[config.mk]
export PLATFORM = sky130hd
export DESIGN_NAME = st_frame_tx
export DESIGN_NICKNAME = d
export VERILOG_FILES = /design/src/rtl/st_frame_tx.sv
export SDC_FILE = /design/constraint.sdc
export NUM_CORES = 1
export LEC_CHECK = 0
export CAP_MARGIN = 5
export CELL_PAD_IN_SITES_DETAIL_PLACEMENT = 1
export CELL_PAD_IN_SITES_GLOBAL_PLACEMENT = 2
export CORE_ASPECT_RATIO = 1.75
export CORE_MARGIN = 4
export CORE_UTILIZATION = 41
export DETAILED_ROUTE_END_ITERATION = 8
export PLACE_DENSITY_LB_ADDON = 0.1
export SLEW_MARGIN = 20
export SYNTH_ARGS = -nofsm -noshare
export SYNTH_HDL_FRONTEND = slang
export SYNTH_SLANG_ARGS = --single-unit
[constraint.sdc]
create_clock -name clk -period 4.5 [get_ports clk]
set_clock_uncertainty 0.05 [all_clocks]
set_input_delay 1.125 -clock clk [delete_from_list [all_inputs] [get_ports clk]]
set_output_delay 1.125 -clock clk [all_outputs]
set_load 0.005 [all_outputs]
[src/rtl/st_frame_tx.sv]
// st_frame_tx: downstream transmit framer for the 3D self-test controller.
// Sends one frame over the TSV link toward the next layer up. The frame is
// a header, N_PAT LFSR pattern words, an XOR checksum and a trailer:
//   {13'b0, chip_id+1, 16'hBEAF}, pat[1..N_PAT], xor(hdr, pats), 32'h0000DEAD
// Handshake: a word moves on any clk edge where tx_valid && tx_ready.
//
// Optional build macro: ST_FRAME_TIMEOUT_EN. When it is defined, a stall
// watchdog aborts the frame after TIMEOUT consecutive stalled cycles and sets
// the sticky err flag. When it is not defined, stalls are unbounded and err=0.
//
// Ports:
//   clk, rst_n          clock, asynchronous active-low reset
//   start               one-cycle frame request, sampled only while idle
//   chip_id[2:0]        this layer's id, captured on an accepted start
//   tx_ready            link accepts a word this cycle
//   tx_valid, tx_data   frame word output
//   busy                high from the accepted start until the frame ends
//   done                one-cycle pulse after the trailer is accepted
//   err                 sticky timeout flag
module st_frame_tx #(
  parameter int unsigned N_PAT   = 4,
  parameter logic [31:0] SEED    = 32'h1ACEB00C,
  parameter int unsigned TIMEOUT = 1023
) (
  input  logic        clk,
  input  logic        rst_n,
  input  logic        start,
  input  logic [2:0]  chip_id,
  input  logic        tx_ready,
  output logic        tx_valid,
  output logic [31:0] tx_data,
  output logic        busy,
  output logic        done,
  output logic        err
);
  typedef enum logic [2:0] {IDLE, HDR, PAT, CSUM, TRL} state_t;

  localparam logic [31:0] POLY     = 32'h80200003;
  localparam logic [31:0] TRAILER  = 32'h0000DEAD;
  localparam logic [7:0]  LAST_PAT = 8'(N_PAT - 1);

  if (N_PAT < 1 || N_PAT > 255 || TIMEOUT < 1) begin : g_param_chk
    $error("st_frame_tx: N_PAT must be 1..255 and TIMEOUT >= 1");
  end

  function automatic logic [31:0] lfsr_step(input logic [31:0] l);
    return (l >> 1) ^ (l[0] ? POLY : 32'h0);
  endfunction

  // An all-zero Galois LFSR never leaves zero, so that seed is replaced.
  function automatic logic [31:0] lfsr_load(input logic [2:0] id);
    logic [31:0] v;
    v = SEED ^ {29'b0, id};
    return (v == 32'h0) ? 32'h1 : v;
  endfunction

  state_t      state_q, state_d;
  logic        tx_valid_d, busy_d, done_d;
  logic [31:0] tx_data_d;
  logic [31:0] lfsr_q, lfsr_d;   // equals the current pattern word while in PAT
  logic [31:0] csum_q, csum_d;   // xor of every word accepted so far
  logic [7:0]  cnt_q, cnt_d;     // pattern words accepted so far
  logic        accept;
  logic        abort;

  assign accept = tx_valid && tx_ready;

`ifdef ST_FRAME_TIMEOUT_EN
  localparam int SW = $clog2(TIMEOUT + 1);
  logic [SW-1:0] stall_q;
  logic          stall;
  logic          err_q;

  assign stall = tx_valid && !tx_ready;
  // Abort on the edge that samples the TIMEOUT-th consecutive stall.
  assign abort = stall && (stall_q == SW'(TIMEOUT - 1));
  assign err   = err_q;

  always_ff @(posedge clk or negedge rst_n) begin
    if (!rst_n) begin
      stall_q <= '0;
      err_q   <= 1'b0;
    end else begin
      stall_q <= (!stall || abort) ? '0 : stall_q + 1'b1;
      if (abort)                        err_q <= 1'b1;
      else if (state_q == IDLE && start) err_q <= 1'b0;
    end
  end
`else
  assign abort = 1'b0;
  assign err   = 1'b0;
`endif

  always_comb begin
    state_d    = state_q;
    tx_valid_d = tx_valid;
    tx_data_d  = tx_data;
    busy_d     = busy;
    done_d     = 1'b0;
    lfsr_d     = lfsr_q;
    csum_d     = csum_q;
    cnt_d      = cnt_q;
    case (state_q)
      IDLE: if (start) begin
        state_d    = HDR;
        tx_valid_d = 1'b1;
        busy_d     = 1'b1;
        tx_data_d  = {13'b0, 3'(chip_id + 3'd1), 16'hBEAF};
        lfsr_d     = lfsr_load(chip_id);
        csum_d     = 32'h0;
        cnt_d      = 8'h0;
      end
      HDR: if (accept) begin
        state_d   = PAT;
        csum_d    = csum_q ^ tx_data;
        tx_data_d = lfsr_q;
      end
      PAT: if (accept) begin
        csum_d = csum_q ^ tx_data;
        lfsr_d = lfsr_step(lfsr_q);
        cnt_d  = cnt_q + 8'd1;
        if (cnt_q == LAST_PAT) begin
          state_d   = CSUM;
          tx_data_d = csum_q ^ tx_data;
        end else begin
          tx_data_d = lfsr_step(lfsr_q);
        end
      end
      CSUM: if (accept) begin
        state_d   = TRL;
        tx_data_d = TRAILER;
      end
      TRL: if (accept) begin
        state_d    = IDLE;
        tx_valid_d = 1'b0;
        busy_d     = 1'b0;
        done_d     = 1'b1;
        tx_data_d  = 32'h0;
      end
      default: state_d = IDLE;
    endcase
    if (abort) begin
      state_d    = IDLE;
      tx_valid_d = 1'b0;
      busy_d     = 1'b0;
      done_d     = 1'b0;
      tx_data_d  = 32'h0;
    end
  end

  always_ff @(posedge clk or negedge rst_n) begin
    if (!rst_n) begin
      state_q  <= IDLE;
      tx_valid <= 1'b0;
      tx_data  <= 32'h0;
      busy     <= 1'b0;
      done     <= 1'b0;
      lfsr_q   <= 32'h0;
      csum_q   <= 32'h0;
      cnt_q    <= 8'h0;
    end else begin
      state_q  <= state_d;
      tx_valid <= tx_valid_d;
      tx_data  <= tx_data_d;
      busy     <= busy_d;
      done     <= done_d;
      lfsr_q   <= lfsr_d;
      csum_q   <= csum_d;
      cnt_q    <= cnt_d;
    end
  end
endmodule

After elaboration in Yosys (flattened, before gate mapping):

Index checks and enable logic that the tools add are counted.

* eq/ne operators: 12
* multiply operators: 0
* bitwise gates (word level): 3
* shifts and indexed selects: 0
* reduce and logical (&&, ||, !) cells: 13
* divide/modulo/power cells: 0
* multiplexer cells: 30
* $lt $le $gt $ge: 0
* add/subtract/negate cells: 2

Operators by type and width (number)
* $mux W32: 11
* $pmux W32 S5: 1
* $pmux W32 S2: 2
* $logic_not A32 Y1: 1
* $xor A31 B32 Y32: 1
* $xor A32 B32 Y32: 1
* $mux W29: 1
* $mux W3: 6
* $mux W8: 2
* $pmux W8 S2: 1
* $pmux W3 S5: 1
* $not A1 Y13: 1
* $ne A2 B2 Y1 const B: 6
* $reduce_and A6 Y1: 2
* $reduce_and A3 Y1: 3
* $add A8 B1 Y8 const B: 1
* $eq A8 B2 Y1 const B: 1
* $eq A3 B2 Y1 const B: 2
* $reduce_bool A2 Y1: 3
* $reduce_bool A5 Y1: 1
* $mux W1: 4
* $add A3 B1 Y3 const B: 1
* $eq A3 B1 Y1 const B: 1
* $eq A3 B3 Y1 const B: 1
* other kinds (5): 5

* latch bits: 0
* bits in registers: 109
* logic and storage cells: 67
* memories: 0
* RAM bits: 0
* bits in read-only memories: 0
* output and inout port bits: 36
* input bits: 7

Depth between registers and ports, before layout:

Gate-level depths: netlist (run 1).

* word-level depth: 5
* gate-level depth with buffers: 8
* depth with buffers taken out: 5

Least setup slack after synthesis (run 1):

OpenSTA, ideal clock, no wires.

* path kind: input-to-reg
* start point: input port tx_ready
* end point: register tx_data[0]
* arrival: 2295 ps
* data required time: 4324 ps
* library setup time: 126 ps
* cell stages on the path: 4
* slack: 2029 ps
* cell sequence: nand2_1 -> o211ai_1 -> nand4_1 -> o32a_1

* word-level cells in the longest chain between the ends: 3
* elaborated cells on any way between the ends: 6
* classes of those cells: eq/ne: 4; reduce/logical: 2

RTL lines
* start, declared: line 29 `input logic tx_ready,`
* $logic_and A1 B1 Y1 *: line 66 `assign accept = tx_valid && tx_ready;`
* $ne A2 B2 Y1 (no source line)
* $reduce_and A6 Y1 (no source line) *
* end signal, assigned: line 164 `tx_data <= tx_data_d;`
* end, declared: line 31 `output logic [31:0] tx_data,`

Mark *: on every way between the ends. The rest lies on a longest branch, timed or not.
A chain may end at the register's enable or synchronous reset.

Worst setup path after layout (run 1):

* start point: input port tx_ready
* end point: register tx_data[3]

The elaborated chain is that of the path after synthesis.

==> results.json, run 1 <==
{
  "postCtsSetupBuffers": 0,
  "setup_viol": 0,
  "root_buffer": "clkbuf_16",
  "vdd_drop_max_mv": 0.341,
  "whs_path_depth": 2,
  "firstDrtPassIters": 4,
  "die_height_um": 168,
  "placed_cell_area_um2": 6500,
  "syn_area_um2": 5980,
  "row_count": 58,
  "reg2regPathDepth": 5,
  "status": "completed",
  "syn_to_final_growth_pct": 13.9,
  "postCtsHoldBufs": 0,
  "cap_violations": 0,
  "cts_tree": "built",
  "ant_nets": 0,
  "gp_congestion": 0.782,
  "r2r_setup_slack_ps": 1450,
  "synth_area_leader_cell": "dfrtp_1",
  "clk_transition_reported_paths_ps": 70,
  "drt-total-wl_um": 18000,
  "synth.distinct_cells": 55,
  "grt_overflow": 0,
  "fin_util": 0.474,
  "grt_pass1_vias": 5340,
  "period_share": 0.756,
  "rr_startpoint": "state_q[1]",
  "finalSetupTns_ps": 0,
  "synth_edf_count": 0,
  "yosys-top-cells-area": "dfrtp_1 46%, a21oi_1 8.2%, o211a_1 5.9%",
  "grt_max_degree": 65,
  "cts-resized-gates": 0,
  "coreArea_um2": 14400,
  "hold_viol_final": 0,
  "layout.cells.non_filler": 830,
  "antenna_found_initial": 0,
  "end_kind": "flip-flop",
  "io_pins": 43,
  "numCtsBuffers": 9,
  "critPathRequiredTime_ps": 4680,
  "syn_area_per_cell_um2": 9.44,
  "rr_endpoint": "tx_data[3]",
  "syn-num-nets": 643,
  "hold_class": "reg -> reg",
  "yosys_warnings": 0,
  "slew_headroom": 0.336,
  "hold_end": "lfsr_q[26]",
  "vias": 4935,
  "min_period_ps": 3400,
  "fmax_mhz": 294,
  "ys_ff_latch": 109,
  "start_util": 0.416,
  "n_antenna_cell": 0,
  "dp_cells": 814,
  "synth.most_common_cell": "dfrtp_1",
  "finalInstanceArea_um2": 6810,
  "dieArea_um2": 16700,
  "cts_buffer_depth": 2,
  "nets": 654,
  "routed_via_density": 5.95,
  "rsz0062_at_grt": "no",
  "synth_top_area_frac": 0.456,
  "clock_latency_ps": 360,
  "synth_flop_cell": "dfrtp_1",
  "cp_max_fo": 13,
  "slew_viol_final": 0,
  "grt_pass1_wl_um": 29400,
  "die_w_um": 99.3,
  "final_layout_size_suffix_gt1_frac": 0.0800,
  "drt_iter0_drc": 209,
  "synth-seq-area-share": 0.456,
  "async_flop_share": 1.00,
  "clock_sinks": 109,
  "wire_per_inst_um": 21.7,
  "start_kind": "input port",
  "grt_usage": 0.223,
  "p_per_area_nw_per_um2": 823,
  "dp_hpwl_um": 11600,
  "drc": 0,
  "critical_path_arrival_ps": 3590,
  "min_from": "lfsr_q[26]",
  "critical_path_class": "in -> reg",
  "yosys-top-cells-count": "109 x dfrtp_1, 98 x a21oi_1, 78 x nand2_1, 42 x o21ai_0, 35 x o211a_1",
  "worst_pin_slew_ps": 995,
  "netlist_instances": 634,
  "port_buffers": 41,
  "power.leakage_nw": 2.82,
  "htree_levels": 3
}
[layer usage]
metal,vias up,GRT usage,share of wire
met5,-,0,0
met4,0,0.0654,0.015
met3,16,0.0299,0.027
met2,82,0.418,0.55
met1,2515,0.259,0.40
li1,2322,-,-
[sequential cells by signal, indices dropped and copies added, names as in the netlist]
register and count:
csum_q 32, lfsr_q 32, tx_data 32, cnt_q 8
state_q 3, busy 1, done 1
[logic make-up after synthesis]
group	count (synthesis)	share of synthesized area
xor gates and xnor gates	43	0.0629
and+or+nand+nor	166	0.139
DFF	109	0.456
muxes	2	0.00355
buffers and inverters	58	0.0535
adders and majority gates	2	0.00418
AOI/OAI and AO/OA	253	0.280
other	1	0.000627
[where the power goes]
part / internal (mW) / total (mW) / switching (mW)
Sequential: 1.42 / 2.04 / 0.624
Combinational: 1.24 / 2.70 / 1.46
Clock: 0.491 / 0.865 / 0.373
Total: 3.15 / 5.61 / 2.46
[through the flow]
stage               hold slack, ps  power, mW  worst slack, ps
finish                         493       5.61             1100
CTS                            497       5.66             1090
global placement               455       4.67              839
global route                   513       6.04              986
detailed placement             480       4.78              720
floorplan                      432       3.72             2030
[cells in the final DEF, fill, tap and decap left out, drive strengths merged, types with 3 or more instances in the layout]
cell type	instances
clkdlybuf4s50	40
nor2	15
a31oi	16
xnor2	34
dfrtp	109
o32a	10
a21oi	99
nor3	4
inv	3
o211ai	21
buf	16
clkbuf	11
nand2	78
o2bb2ai	3
xor2	9
nand3	18
nor2b	17
nor4	4
and3	3
and2	13
a211oi	15
o211a	35
o2111ai	4
o21ai	43
nor3b	4
[layout make-up]
class                      instances  area (um^2)
timing repair buffer              56          546
multi-input combinational        467         2990
inverter                           2         7.51
fill                            1638         7560
clock inverter                     5         82.6
sequential                       109         2730
clock buffer                      11          233
tap                              180          225
[critical path, cell delays in order]
cell and delay (ps):
clkdlybuf4s50_1 510, nand2_1 230, o22ai_2 610, nand4_1 590, o32a_1 520
[how the worst max path moves through the flow]
| stage | start | endpoint | slack (ps) |
|---|---|---|---|
| after CTS | tx_ready | tx_data[3] | 1090 |
| after detailed placement | tx_ready | tx_data[3] | 720 |
| after global placement | tx_ready | tx_data[9] | 840 |
| final | tx_ready | tx_data[3] | 1100 |
| after floorplan | tx_ready | tx_data[0] | 2030 |
| after global routing | tx_ready | tx_data[15] | 990 |
(Power assumes the default switching activity.)
==> run 2, diff against run 1 <==
--- a/config.mk
+++ b/config.mk
@@ -10,7 +10,7 @@
 export CELL_PAD_IN_SITES_GLOBAL_PLACEMENT = 2
 export CORE_ASPECT_RATIO = 1.75
 export CORE_MARGIN = 4
-export CORE_UTILIZATION = 41
+export CORE_UTILIZATION = 38
 export DETAILED_ROUTE_END_ITERATION = 8
 export PLACE_DENSITY_LB_ADDON = 0.1
 export SLEW_MARGIN = 20
==> constraint.sdc (replaced) <==
create_clock -name clk -period 3.5 [get_ports clk]
set_clock_uncertainty 0.05 [all_clocks]
set_input_delay 0.875 -clock clk [delete_from_list [all_inputs] [get_ports clk]]
set_output_delay 0.875 -clock clk [all_outputs]
set_load 0.005 [all_outputs]
==> run 2 against run 1 <==
Effect of this change: hold slack worse by 3.8 ps; power is 28% higher; first-iteration DRC count is 25% lower; non-clock buffer count is 10 higher; clock-buffer cell count stayed put; highest routed layer unchanged.
==> results.json, run 2 (synthesis results as in run 1) <==
{
  "grt_use_met3": 0.0365,
  "syn_to_final_growth_pct": 14.7,
  "vdd_drop_max_mv": 0.450,
  "clock_sinks": 109,
  "slew_headroom": 0.357,
  "start_util": 0.389,
  "clock_latency_ps": 350,
  "io_pins": 43,
  "rsz0062_at_grt": "no",
  "p_int_mw": 4.01,
  "vias": 4992,
  "min_period_ps": 2670,
  "grt_pass1_vias": 5440,
  "grt_overflow": 0,
  "start_kind": "input port",
  "largestRegisters": "csum_q x32, lfsr_q x32, tx_data x32",
  "drt-total-wl_um": 18400,
  "cp-startpoint": "start",
  "die_w_um": 103,
  "combPwrFrac": 0.500,
  "met2_usage": 0.388,
  "p_switching_mw": 3.19,
  "clk_transition_reported_paths_ps": 80,
  "nets": 664,
  "root_buffer": "clkbuf_16",
  "row_count": 60,
  "power.leakage_nw": 2.85,
  "p_per_area_nw_per_um2": 1050,
  "total_power_mw": 7.20,
  "cts-resized-gates": 0,
  "numCtsBuffers": 9,
  "cp-endpoint": "lfsr_q[26]",
  "seqPwrFrac": 0.357,
  "end_kind": "flip-flop",
  "die_height_um": 174,
  "critical_path_class": "in -> reg",
  "status": "completed",
  "port_buffers": 41,
  "setup_viol": 0,
  "cp_slowest_cell": "nor2b_1",
  "whs_path_depth": 2,
  "drc": 0,
  "rr_startpoint": "cnt_q[1]",
  "worstPathCellList": "clkdlybuf4s50_1, nor2b_1, o21ai_4, buf_4, nand2_1, o21ai_0",
  "reg2regPathDepth": 5,
  "finalSetupTns_ps": 0,
  "use_met1": 0.264,
  "r2r_setup_slack_ps": 960,
  "hold_class": "reg -> reg",
  "cpLargestDelayFamily": "buffers and inverters",
  "critical_path_depth": 6,
  "gp_congestion": 0.774,
  "critical_path_arrival_ps": 2850,
  "htree_levels": 3,
  "postCtsSetupBuffers": 0,
  "ant_nets": 0,
  "drt_iter0_drc": 157,
  "cts_tree": "built",
  "path_buf_inv": 2,
  "postCtsHoldBufs": 0,
  "final_common_cell": "dfrtp_1",
  "cts_buffer_depth": 2,
  "grt.busiest_layer": "met2",
  "wire_per_inst_um": 21.8,
  "routed_via_density": 5.90,
  "period_share": 0.763,
  "worst_pin_slew_ps": 964,
  "max_stage_delay_ps": 570,
  "firstDrtPassIters": 4,
  "critPathRequiredTime_ps": 3680,
  "dieArea_um2": 17900,
  "hold_viol_final": 0,
  "rr_endpoint": "tx_data[0]",
  "grt_pass1_wl_um": 30300,
  "p_sw_frac": 0.443,
  "dp_hpwl_um": 12200,
  "grt_max_degree": 56,
  "coreArea_um2": 15400,
  "slew_viol_final": 0,
  "cap_violations": 0,
  "final_layout_size_suffix_gt1_frac": 0.0970,
  "antenna_found_initial": 0,
  "cp_max_fo": 35,
  "n_antenna_cell": 0,
  "fmax_mhz": 375,
  "mostFrequentLayoutCells": "109 x dfrtp_1, 98 x a21oi_1, 78 x nand2_1",
  "grt_usage": 0.217,
  "clock_power_share": 0.143
}
run 2: cell types whose count changed in the layout (fill, tap and decap cells not counted), sizes merged:
cell / previous run / this run
clkinv: 2 / 1
bufinv: 2 / 0
clkinvlp: 0 / 2
buf: 16 / 26
inv: 3 / 4
run 2: metrics by stage:
stage / instance area [um^2] / std cells / utilization / setup WS, ps / hold slack [ps]
3_5_place_dp: 6570 / 830 / 0.427 / 436 / 473
2_1_floorplan: 5980 / 634 / - / 1280 / 432
6_report: 6860 / 846 / 0.446 / 830 / 489
5_1_grt: 6860 / 846 / 0.446 / 657 / 512
4_1_cts: 6860 / 846 / 0.446 / 831 / 492
3_3_place_gp: 6570 / 830 / 0.427 / 551 / 457
run 2: worst min path at each step:
stage	startpoint	end	slack (ps)
after floorplan	cnt_q[0]	cnt_q[0]	430
after global placement	lfsr_q[22]	lfsr_q[22]	460
after detailed placement	lfsr_q[22]	lfsr_q[22]	470
after CTS	lfsr_q[22]	lfsr_q[22]	490
after global routing	cnt_q[0]	cnt_q[0]	510
final	lfsr_q[22]	lfsr_q[22]	490
run 2: power groups by stage:
| stage | Clock [mW] | Combinational (mW) | Sequential, mW |
|---|---|---|---|
| after floorplan | 0 | 2.44 | 2.34 |
| after global placement | 0 | 3.52 | 2.56 |
| after detailed placement | 0 | 3.64 | 2.60 |
| after CTS | 1.06 | 3.66 | 2.58 |
| after global routing | 1.10 | 4.00 | 2.68 |
| final | 1.03 | 3.60 | 2.57 |
run 2: cell type report:
cell class / count / area [um^2]
multi-input combinational: 467 / 2990
fill: 1716 / 8530
timing repair buffer: 66 / 608
tap: 186 / 233
clock buffer: 11 / 253
clock inverter: 5 / 41.3
sequential: 109 / 2730
inverter: 2 / 7.51
run 2: tightest hold or removal path: cells and delay by family, from the launching register on:
family	cells	cell delay (ps)
AOI/OAI and AO/OA	1	60
and+or+nand+nor	1	60
DFF	1	390
run 2: metal layers:
layer	up-vias	part of all wire
met5	-	0
met4	0	0.010
met3	15	0.031
met2	70	0.55
met1	2565	0.41
li1	2342	-
==> run 3, diff against run 2 <==
--- a/config.mk
+++ b/config.mk
@@ -10,7 +10,7 @@
 export CELL_PAD_IN_SITES_GLOBAL_PLACEMENT = 2
 export CORE_ASPECT_RATIO = 1.75
 export CORE_MARGIN = 4
-export CORE_UTILIZATION = 38
+export CORE_UTILIZATION = 34
 export DETAILED_ROUTE_END_ITERATION = 8
 export PLACE_DENSITY_LB_ADDON = 0.1
 export SLEW_MARGIN = 20
==> constraint.sdc (replaced) <==
create_clock -name clk -period 2.4 [get_ports clk]
set_clock_uncertainty 0.05 [all_clocks]
set_input_delay 0.6 -clock clk [delete_from_list [all_inputs] [get_ports clk]]
set_output_delay 0.6 -clock clk [all_outputs]
set_load 0.005 [all_outputs]
==> run 3 against run 2 <==
Effect of this change: core utilization fell by 2.8 points; clock power grew 45%; clock-buffer cell count grew 1; first-iteration DRC count grew 22%; via count up 2.4%; power grew 50%; routed wire length up 5.1%; global-route usage is 1.1 points lower; hold slack got worse by 330 ps; flip-flop and latch count unchanged; critical path depth unchanged; largest cell class unchanged.
==> results.json, run 3 (synthesis results as in run 1) <==
{
  "status": "completed",
  "p_per_area_nw_per_um2": 1510,
  "grt_usage": 0.206,
  "dieArea_um2": 19900,
  "critPathRequiredTime_ps": 2590,
  "drt_iter0_drc": 191,
  "slew_headroom": 0.430,
  "antenna_found_initial": 0,
  "vias": 5113,
  "dp_hpwl_um": 13200,
  "clock_latency_ps": 350,
  "grt_use_met3": 0.0292,
  "rr_startpoint": "cnt_q[1]",
  "cts-resized-gates": 0,
  "rsz0062_at_grt": "no",
  "total_power_mw": 10.8,
  "die_height_um": 183,
  "critical_path_arrival_ps": 2460,
  "cap_violations": 0,
  "final_common_cell": "dfrtp_1",
  "cp_max_fo": 8,
  "worst_pin_slew_ps": 853,
  "cp-startpoint": "cnt_q[1]",
  "largestRegisters": "csum_q x32, lfsr_q x32, tx_data x32",
  "min_period_ps": 2260,
  "postCtsHoldBufs": 0,
  "grt_pass1_wl_um": 31900,
  "final_layout_size_suffix_gt1_frac": 0.122,
  "coreArea_um2": 17100,
  "cts_buffer_depth": 2,
  "cts_tree": "built",
  "drt-total-wl_um": 19300,
  "start_kind": "flip-flop",
  "rr_endpoint": "tx_data[10]",
  "postCtsSetupBuffers": 0,
  "slew_viol_final": 0,
  "fmax_mhz": 442,
  "root_buffer": "clkbuf_16",
  "port_buffers": 41,
  "met2_usage": 0.369,
  "grt_pass1_vias": 5627,
  "grt_overflow": 0,
  "period_share": 0.943,
  "numCtsBuffers": 9,
  "syn_to_final_growth_pct": 19.4,
  "reg2regPathDepth": 6,
  "io_pins": 43,
  "grt_max_degree": 49,
  "gp_congestion": 0.760,
  "wire_per_inst_um": 21.3,
  "die_w_um": 108,
  "clk_transition_reported_paths_ps": 80,
  "mostFrequentLayoutCells": "109 x dfrtp_1, 98 x a21oi_1, 78 x nand2_1",
  "firstDrtPassIters": 4,
  "r2r_setup_slack_ps": 140,
  "hold_viol_final": 0,
  "n_antenna_cell": 0,
  "drc": 0,
  "clock_sinks": 109,
  "start_util": 0.350,
  "fillCellCount": 1989,
  "htree_levels": 3,
  "vdd_drop_max_mv": 0.539,
  "setup_viol": 0,
  "power.leakage_nw": 2.97,
  "critical_path_class": "reg -> reg",
  "use_met1": 0.256,
  "nets": 684,
  "grt.busiest_layer": "met2",
  "multi_input_area_um2": 2990,
  "row_count": 63,
  "ant_nets": 0,
  "hold_class": "in -> async",
  "register_area_um2": 2730,
  "finalSetupTns_ps": 0,
  "end_kind": "flip-flop",
  "routed_via_density": 5.64
}
run 3: cell types whose count changed in the layout (fill, tap and decap cells not counted):
cell / change
clkbuf_1: +1
inv_6: -2
buf_4: +13
clkinv_4: +1
buf_12: +7
run 3: cell type report:
class / count / share of cell area
flip-flops and latches: 109 / 0.382
well taps: 227 / 0.0397
clock inverters: 4 / 0.00455
repair buffers: 86 / 0.118
inverters: 2 / 0.00105
clock buffers: 12 / 0.0359
multi-input cells: 467 / 0.419
run 3: worst max-delay path, stage by stage, from the launching register on:
cell and delay (ps):
dfrtp_1 430, ha_1 260, or3b_2 610, nor2_8 200
buf_4 200, a211oi_2 80, o32a_1 320
run 3: layer usage:
layer  part of all wire  vias up  wire length, um
met1               0.42     2630             8040
li1                   -     2385                -
met2               0.54       81            10500
met3              0.028       17              541
met5                  0        -                0
met4              0.014        0              269
run 3: report_power, final:
group / switching (mW) / internal [mW]
registers: 1.06 / 2.66
clock network: 0.718 / 0.767
logic: 2.98 / 2.63
total: 4.76 / 6.06
run 3: through the flow:
stage               cell area (um^2)  setup WS [ps]  std cells  hold slack (ps)  utilization
floorplan                       5980            443        634              254            -
global placement                6830           46.4        889              466        0.399
detailed placement              6830           8.08        889              476        0.399
CTS                             7120           69.3        905              168        0.416
global route                    7150           43.4        907              181        0.418
finish                          7150            137        907              162        0.418
run 3: worst max path at each step:
stage,end,slack [ps],cells past startpoint
detailed placement,tx_data[7],8,6
global placement,tx_data[5],50,6
finish,tx_data[10],140,6
CTS,tx_data[31],70,6
global route,tx_data[7],40,6
floorplan,tx_data[10],440,7
